**config.mk**
```make
export PLATFORM = sky130hd
export DESIGN_NAME = atoi_ctl_flat
export DESIGN_NICKNAME = d
export VERILOG_FILES = /design/src/rtl/forthsuper_pkg.sv /design/src/rtl/atoi_ctl_if.sv /design/src/rtl/a2d_dec.sv /design/src/rtl/atoi_ctl.sv /design/src/flat_wrapper.sv
export SDC_FILE = /design/constraint.sdc
export NUM_CORES = 1
export LEC_CHECK = 0
export BUFFER_PORTS_ARGS = -buffer_cell sky130_fd_sc_hd__buf_4
export CORE_MARGIN = 10
export CORE_UTILIZATION = 45
export DETAILED_ROUTE_END_ITERATION = 16
export HOLD_SLACK_MARGIN = 0.15
export PLACE_DENSITY = 0.63
export SLEW_MARGIN = 20
export SYNTH_ARGS = -nofsm -noshare
export SYNTH_HDL_FRONTEND = slang
export SYNTH_SLANG_ARGS = --single-unit
```
**constraint.sdc**
```tcl
create_clock -name clk -period 4.9 [get_ports clk]
set_input_delay 0 -clock clk [delete_from_list [all_inputs] [get_ports clk]]
set_output_delay 0 -clock clk [all_outputs]
set_load 0.01 [all_outputs]
```
**src/rtl/forthsuper_pkg.sv**
```systemverilog
// Shared types and constants for the token-to-integer sequencer (atoi_ctl).
// Optional feature macro ATOI_CTL_PREFIX_EN enables '$'/'#' radix prefixes.
package forthsuper_pkg;

  localparam int unsigned ASZ = 17;
  localparam int unsigned DSZ = 32;
  localparam int unsigned LSZ = 8;

  typedef enum logic [1:0] {
    IDLE = 2'd0,
    RD   = 2'd1,
    EV   = 2'd2,
    FIN  = 2'd3
  } atoi_ctl_st;

  localparam logic [7:0] CH_NUL    = 8'h00;
  localparam logic [7:0] CH_SPC    = 8'h20;
  localparam logic [7:0] CH_MINUS  = 8'h2D;
  localparam logic [7:0] CH_PLUS   = 8'h2B;
  localparam logic [7:0] CH_DOLLAR = 8'h24;
  localparam logic [7:0] CH_HASH   = 8'h23;

  localparam logic [4:0] DIG_BAD = 5'h10;

  // Request fields captured when a conversion is accepted
  typedef struct packed {
    logic [ASZ-1:0] tib;
    logic [LSZ-1:0] len;
  } atoi_req_t;

endpackage

```
**src/rtl/atoi_ctl_if.sv**
```systemverilog
// Request/result and memory-read bus of atoi_ctl.
// slave: the sequencer side; master: the requester plus memory side.
interface atoi_ctl_if;
  import forthsuper_pkg::*;

  logic           start;
  logic           hex;
  logic [ASZ-1:0] tib;
  logic [LSZ-1:0] len;
  logic           bsy;
  logic           done;
  logic           err;
  logic [DSZ-1:0] vo;
  logic [ASZ-1:0] mem_a;
  logic           mem_rd;
  logic [7:0]     mem_d;

  modport slave (
    input  start, hex, tib, len, mem_d,
    output bsy, done, err, vo, mem_a, mem_rd
  );

  modport master (
    output start, hex, tib, len, mem_d,
    input  bsy, done, err, vo, mem_a, mem_rd
  );

endinterface

```
**src/rtl/a2d_dec.sv**
```systemverilog
// Combinational ASCII-to-digit decoder; hex also accepts a-f / A-F.
// Invalid characters return DIG_BAD with dig_ok low.
module a2d_dec
  import forthsuper_pkg::*;
(
  input  logic [7:0] ch,
  input  logic       hex,
  output logic [4:0] dig,
  output logic       dig_ok
);

  always_comb begin
    dig    = DIG_BAD;
    dig_ok = 1'b0;
    if ((ch >= 8'h30) && (ch <= 8'h39)) begin
      dig    = 5'(ch - 8'h30);
      dig_ok = 1'b1;
    end else if (hex && (ch >= 8'h61) && (ch <= 8'h66)) begin
      dig    = 5'(ch - 8'h57);
      dig_ok = 1'b1;
    end else if (hex && (ch >= 8'h41) && (ch <= 8'h46)) begin
      dig    = 5'(ch - 8'h37);
      dig_ok = 1'b1;
    end
  end

endmodule

```
**src/rtl/atoi_ctl.sv**
```systemverilog
// Token-to-integer sequencer: reads TIB chars over the byte bus, accumulates, reports vo/err.
// Build option ATOI_CTL_PREFIX_EN: leading '$' forces hex, '#' forces decimal.
module atoi_ctl
  import forthsuper_pkg::*;
(
  input logic        clk,
  input logic        rst_n,
  atoi_ctl_if.slave  bus
);

  localparam logic [1:0] S_IDLE = IDLE;
  localparam logic [1:0] S_RD   = RD;
  localparam logic [1:0] S_EV   = EV;
  localparam logic [1:0] S_FIN  = FIN;

  logic [1:0]     r_state, w_state;
  atoi_req_t      r_req, w_req;
  logic           r_hex, w_hex;
  logic [DSZ-1:0] r_acc, w_acc;
  logic           r_neg, w_neg;
  logic [LSZ-1:0] r_cnt, w_cnt;
  logic [LSZ-1:0] r_ndig, w_ndig;
  logic           r_bad, w_bad;
  logic           r_bsy, w_bsy;
  logic           r_done, w_done;
  logic           r_err, w_err;
  logic [DSZ-1:0] r_vo, w_vo;
  logic [ASZ-1:0] r_mem_a, w_mem_a;
  logic           r_mem_rd, w_mem_rd;
  logic           w_adv;
  logic           w_is_sign;
  logic           w_is_term;
  logic [4:0]     w_dig;
  logic           w_dig_ok;
`ifdef ATOI_CTL_PREFIX_EN
  logic           r_pfx, w_pfx;
  logic           w_pfx_ok;
`endif

  a2d_dec u_dec (
    .ch     (bus.mem_d),
    .hex    (r_hex),
    .dig    (w_dig),
    .dig_ok (w_dig_ok)
  );

  assign w_is_sign = (bus.mem_d == CH_MINUS) || (bus.mem_d == CH_PLUS);
  assign w_is_term = (bus.mem_d == CH_NUL) || (bus.mem_d == CH_SPC);

`ifdef ATOI_CTL_PREFIX_EN
  // A prefix may only follow nothing or a single sign, and only once
  assign w_pfx_ok = !r_pfx && (r_ndig == '0) && (r_cnt <= LSZ'(1));
`endif

  // Next-state and next-register values
  always_comb begin
    w_state  = r_state;
    w_req    = r_req;
    w_hex    = r_hex;
    w_acc    = r_acc;
    w_neg    = r_neg;
    w_cnt    = r_cnt;
    w_ndig   = r_ndig;
    w_bad    = r_bad;
    w_bsy    = r_bsy;
    w_done   = 1'b0;
    w_err    = r_err;
    w_vo     = r_vo;
    w_mem_a  = r_mem_a;
    w_mem_rd = 1'b0;
    w_adv    = 1'b0;
`ifdef ATOI_CTL_PREFIX_EN
    w_pfx    = r_pfx;
`endif
    case (r_state)
      S_IDLE: begin
        if (bus.start) begin
          w_req.tib = bus.tib;
          w_req.len = bus.len;
          w_hex     = bus.hex;
          w_acc     = '0;
          w_neg     = 1'b0;
          w_cnt     = '0;
          w_ndig    = '0;
          w_bad     = 1'b0;
          w_bsy     = 1'b1;
          w_err     = 1'b0;
          w_vo      = '0;
`ifdef ATOI_CTL_PREFIX_EN
          w_pfx     = 1'b0;
`endif
          if (bus.len == '0) begin
            w_bad   = 1'b1;
            w_state = S_FIN;
          end else begin
            w_state  = S_RD;
            w_mem_rd = 1'b1;
            w_mem_a  = bus.tib;
          end
        end
      end
      S_RD: begin
        w_state = S_EV;
      end
      S_EV: begin
        if (w_is_sign && (r_cnt == '0)) begin
          w_neg = (bus.mem_d == CH_MINUS);
          w_adv = 1'b1;
        end else if (w_dig_ok) begin
          w_acc  = r_hex ? ((r_acc << 4) | DSZ'(w_dig))
                         : ((r_acc << 3) + (r_acc << 1) + DSZ'(w_dig));
          w_ndig = r_ndig + LSZ'(1);
          w_adv  = 1'b1;
`ifdef ATOI_CTL_PREFIX_EN
        end else if (w_pfx_ok && ((bus.mem_d == CH_DOLLAR) || (bus.mem_d == CH_HASH))) begin
          w_hex = (bus.mem_d == CH_DOLLAR);
          w_pfx = 1'b1;
          w_adv = 1'b1;
`endif
        end else if (w_is_term) begin
          w_state = S_FIN;
        end else begin
          w_bad   = 1'b1;
          w_state = S_FIN;
        end
        // Consumed chars count toward len; the next read is issued directly
        if (w_adv) begin
          w_cnt = r_cnt + LSZ'(1);
          if (w_cnt == r_req.len) begin
            w_state = S_FIN;
          end else begin
            w_state  = S_RD;
            w_mem_rd = 1'b1;
            w_mem_a  = r_req.tib + ASZ'(w_cnt);
          end
        end
      end
      S_FIN: begin
        w_err   = r_bad || (r_ndig == '0);
        w_vo    = w_err ? '0 : (r_neg ? (~r_acc + DSZ'(1)) : r_acc);
        w_done  = 1'b1;
        w_bsy   = 1'b0;
        w_state = S_IDLE;
      end
      default: begin
        w_state = S_IDLE;
      end
    endcase
  end

  always_ff @(posedge clk or negedge rst_n) begin
    if (!rst_n) begin
      r_state  <= S_IDLE;
      r_req    <= '0;
      r_hex    <= 1'b0;
      r_acc    <= '0;
      r_neg    <= 1'b0;
      r_cnt    <= '0;
      r_ndig   <= '0;
      r_bad    <= 1'b0;
      r_bsy    <= 1'b0;
      r_done   <= 1'b0;
      r_err    <= 1'b0;
      r_vo     <= '0;
      r_mem_a  <= '0;
      r_mem_rd <= 1'b0;
`ifdef ATOI_CTL_PREFIX_EN
      r_pfx    <= 1'b0;
`endif
    end else begin
      r_state  <= w_state;
      r_req    <= w_req;
      r_hex    <= w_hex;
      r_acc    <= w_acc;
      r_neg    <= w_neg;
      r_cnt    <= w_cnt;
      r_ndig   <= w_ndig;
      r_bad    <= w_bad;
      r_bsy    <= w_bsy;
      r_done   <= w_done;
      r_err    <= w_err;
      r_vo     <= w_vo;
      r_mem_a  <= w_mem_a;
      r_mem_rd <= w_mem_rd;
`ifdef ATOI_CTL_PREFIX_EN
      r_pfx    <= w_pfx;
`endif
    end
  end

  assign bus.bsy    = r_bsy;
  assign bus.done   = r_done;
  assign bus.err    = r_err;
  assign bus.vo     = r_vo;
  assign bus.mem_a  = r_mem_a;
  assign bus.mem_rd = r_mem_rd;

endmodule

```
**src/flat_wrapper.sv**
```systemverilog
// flat-port wrapper written by rule: the top's interface ports become plain ports
module atoi_ctl_flat import forthsuper_pkg::*;
  (clk, rst_n, bus_start, bus_hex, bus_tib, bus_len, bus_mem_d, bus_bsy, bus_done, bus_err, bus_vo, bus_mem_a, bus_mem_rd);
  atoi_ctl_if bus_i ();
  input logic clk;
  input logic rst_n;
  input wire logic [$bits(bus_i.start)-1:0] bus_start;
  input wire logic [$bits(bus_i.hex)-1:0] bus_hex;
  input wire logic [$bits(bus_i.tib)-1:0] bus_tib;
  input wire logic [$bits(bus_i.len)-1:0] bus_len;
  input wire logic [$bits(bus_i.mem_d)-1:0] bus_mem_d;
  output wire logic [$bits(bus_i.bsy)-1:0] bus_bsy;
  output wire logic [$bits(bus_i.done)-1:0] bus_done;
  output wire logic [$bits(bus_i.err)-1:0] bus_err;
  output wire logic [$bits(bus_i.vo)-1:0] bus_vo;
  output wire logic [$bits(bus_i.mem_a)-1:0] bus_mem_a;
  output wire logic [$bits(bus_i.mem_rd)-1:0] bus_mem_rd;
  assign bus_i.start = bus_start;
  assign bus_i.hex = bus_hex;
  assign bus_i.tib = bus_tib;
  assign bus_i.len = bus_len;
  assign bus_i.mem_d = bus_mem_d;
  assign bus_bsy = bus_i.bsy;
  assign bus_done = bus_i.done;
  assign bus_err = bus_i.err;
  assign bus_vo = bus_i.vo;
  assign bus_mem_a = bus_i.mem_a;
  assign bus_mem_rd = bus_i.mem_rd;
  atoi_ctl u_core (.clk(clk), .rst_n(rst_n), .bus(bus_i));
endmodule
```
==> results.ini <==
[routing]
finalWirelength_mm=23.84
wire_per_inst_microns=16.86
drc=0
drt_iter0_drc=510
drtPass1Iterations=5
via_per_inst=5.467
via_count=7731
ant_nets=0

[sta]
max_clock_freq_mhz=224.3
slew_violations=0
period_share_pct=90.97
setup-tns-final_ns=0
setup_violations=0
finClkSkew_ns=0.006508
relSlewSlack_pct=30.14
final_hold_viol_count=0
worst_slack_ns=0.4425
tightestPinTransition_ns=1.045
fin_crit_ns=4.458
rsz0062_at_grt=false

[clock_network]
cts.clk_slew.worst_paths_ns=0.06
cts_inserted_buffers=17
clockRootBuffer=clkbuf_16
clockBufferDepth=2
h-tree-depth=4
clkLatencyLatePin_ns=0.42
cts_setup_buffers=0
cts.sinks=131
cts_tree=yes

[critical_path]
rrSetupSlack_ns=0.61
reg2reg_depth=14
rr_startpoint=u_core.r_hex
critPathLaunchType=primary input
path_class=in -> reg
arrival_ns=4.78
worstSetupEndpoint=u_core.r_acc[24]
cpMaxStageDelayCell=dlygate4sd3_1
reg2reg_to=u_core.r_acc[24]
endpoint_kind=flop
crit_required_ns=5.22
crit_path_max_fanout=8
crit_path_max_incr_delay_ns=0.54
startpoint=bus_mem_d[5]
cp_cell_sequence=dlygate4sd3_1, buf_4, or4bb_1, o21ai_0, o211ai_1, nor2_1, fa_1, fa_1, a211oi_1, o21ai_0, o2111ai_1, a21oi_1, o21ai_1, a21oi_1, o21a_1, o31ai_1

[run_status]
status=complete, no violations

[global_route]
grt_max_degree=84
antenna_found_initial=1
grt_pass1_wl_mm=39.36
grt_usage_pct=18.35
grt_pass1_vias=7579
grt-ovfl-total=0

[synth]
synthCells=1021
async_reset_ff_share_pct=100.0
synth.cell_area_sq_um=8803
yosys_warnings=0
synth_cell_types=61
synth_nets=1135
synth_flop_cell=dfrtp_1
yosysTopAreaCellShare_pct=37.24
yosys.area.top_type=dfrtp_1
syn_avg_cell_area_sq_um=8.622
synth-edff-count=0
yosysSeqAreaShare_pct=37.24
synth_area_leaders=dfrtp_1, ha_1, nand2_1
ys_ff_latch=131

[die]
rows=51
num_io_pins=90
start_util_pct=45.53
dieHeight_microns=159.9
die-area_sq_um=25560
die_w_microns=159.9
core_area_sq_um=19330

[hold_path]
hp-class=in -> async

[flow_run]
drv_cap=0

[placed_design]
post-place-ws_ns=0.3687
hpwl_mm=17.00
portBuffers=89
finalWeightedCongestion=0.8798
placed_cells=1345

[final_layout]
multi_input_area_sq_um=5276
drive_above_1_share_pct=13.24
area_growth_pct=22.23
nets=1249
final_util_pct=55.65
fin_cells=1414
seqCellArea_sq_um=3278
fillCellCount=1793

[pwr]
peakVddDrop_uv=275.4
power_density_nw_per_um2=401.3
p_leak_nw=5.218

[how the worst min path moves through the flow]
| stage | from | end | slack (ns) | cells past startpoint |
|---|---|---|---|---|
| 3_3_place_gp | rst_n | u_core.bus.mem_a[10] | 0.12 | 1 |
| 3_5_place_dp | rst_n | u_core.bus.mem_a[12] | 0.12 | 1 |
| 5_1_grt | bus_mem_d[4] | u_core.r_acc[1] | 0.27 | 4 |
| 2_1_floorplan | rst_n | u_core.bus.bsy | -0.30 | 0 |
| 6_report | rst_n | u_core.bus.mem_a[12] | 0.21 | 2 |
| 4_1_cts | bus_mem_d[4] | u_core.r_cnt[0] | 0.18 | 6 |
[through the flow]
step	power (mW)	instance area, sq um	hold slack [ns]
floorplan	2.408	8803	-0.2956
global placement	2.896	9748	0.1181
detailed placement	2.921	9748	0.1240
CTS	4.348	10750	0.1825
global route	4.587	10760	0.2724
finish	4.319	10760	0.2085
[power by group]
part / internal, mW / switching [mW] / total [mW]
Clock: 0.893 / 0.500 / 1.39
Sequential: 1.29 / 0.188 / 1.48
Combinational: 0.565 / 0.881 / 1.45
[routing by layer]
| layer | part of all wire [%] | global-route usage (%) | up-vias | wire length [microns] |
|---|---|---|---|---|
| li1 | - | - | 3838 | - |
| met5 | 0 | 0 | - | 0 |
| met3 | 3.8 | 2.776 | 29 | 916 |
| met1 | 47 | 24.59 | 3700 | 11270 |
| met4 | 1.6 | 5.801 | 0 | 376 |
| met2 | 47 | 29.82 | 164 | 11270 |
[registers in the layout, indices dropped and copies added (netlist names), 2 cells and up]
| register | count |
|---|---|
| u_core.r_ndig | 8 |
| u_core.r_acc | 32 |
| u_core.r_req | 25 |
| u_core.r_cnt | 8 |
| u_core.r_state | 2 |
| u_core.bus.mem_a | 17 |
| u_core.bus.vo | 32 |
[cell type report]
type                       instances  area share (%)
antenna                            1         0.02326
clock buffer                      20           4.337
clock inverter                    12           1.651
inverter                          26          0.9070
multi-input combinational        821           49.03
sequential                       131           30.47
tap                              265           3.081
timing repair buffer             138           10.50
[Yosys cell counts, drive strengths merged, types with 3 or more instances]
cell type and number:
nand2 212, dfrtp 131, o21ai 104, ha 73, nor2 61, a21oi 55, xor2 48, xnor2 42
clkbuf 37, inv 26, nand3 21, o31ai 20, nor3 15, a21o 14, mux2i 13, a22o 12
a22oi 12, nand4 10, nor2b 10, or3 9, a31oi 8, and2 6, and3 6, buf 6
o211ai 6, o41ai 6, a211oi 5, o21a 5, or4 5, fa 4, o21bai 4, or2 4
a2111oi 3, a21boi 3, mux2 3, nor4 3
[kinds of logic after synthesis]
logic type	Yosys count	share of synthesized area, %
AOI/OAI and AO/OA	270	19.24
xor gates and xnor gates	90	8.954
adders and majority gates	77	11.28
buffers and inverters	69	2.985
DFF	131	37.24
muxes	16	1.862
and+or+nand+nor	368	18.43
[critical path: cells and delay by family]
kind            cells  cell delay [ns]
simple gates        2             0.73
buf+inv             2             0.65
fa+ha+maj           2             0.98
compound gates     10             2.42
[timing repair]
action	in CTS	in global routing
endpoints found under the hold margin	131	0
gates resized for setup	0	1
endpoints found under the setup margin	0	4
hold buffers	36	0
[cells in the final DEF (no fill, tap or decap), types with 8 or more instances in the layout]
master         netlist  routed
nand2_1            212     212
xnor2_1             42      42
o21ai_0            103     102
ha_1                73      73
nor2b_1             10       9
a21oi_1             55      54
nor2_1              61      60
clkbuf_16            0      17
buf_4                0     101
nand4_1             10      10
inv_1               26      26
nand3_1             21      21
a31oi_1              8       8
xor2_1              48      48
dlygate4sd3_1        0      36
a22oi_1             12      12
mux2i_1             13      13
a21o_1              14      14
dfrtp_1            131     131
nor3_1              15      15
a22o_1              11      11
o31ai_1             19      19
No activity file was read; power rests on OpenSTA's default activity.
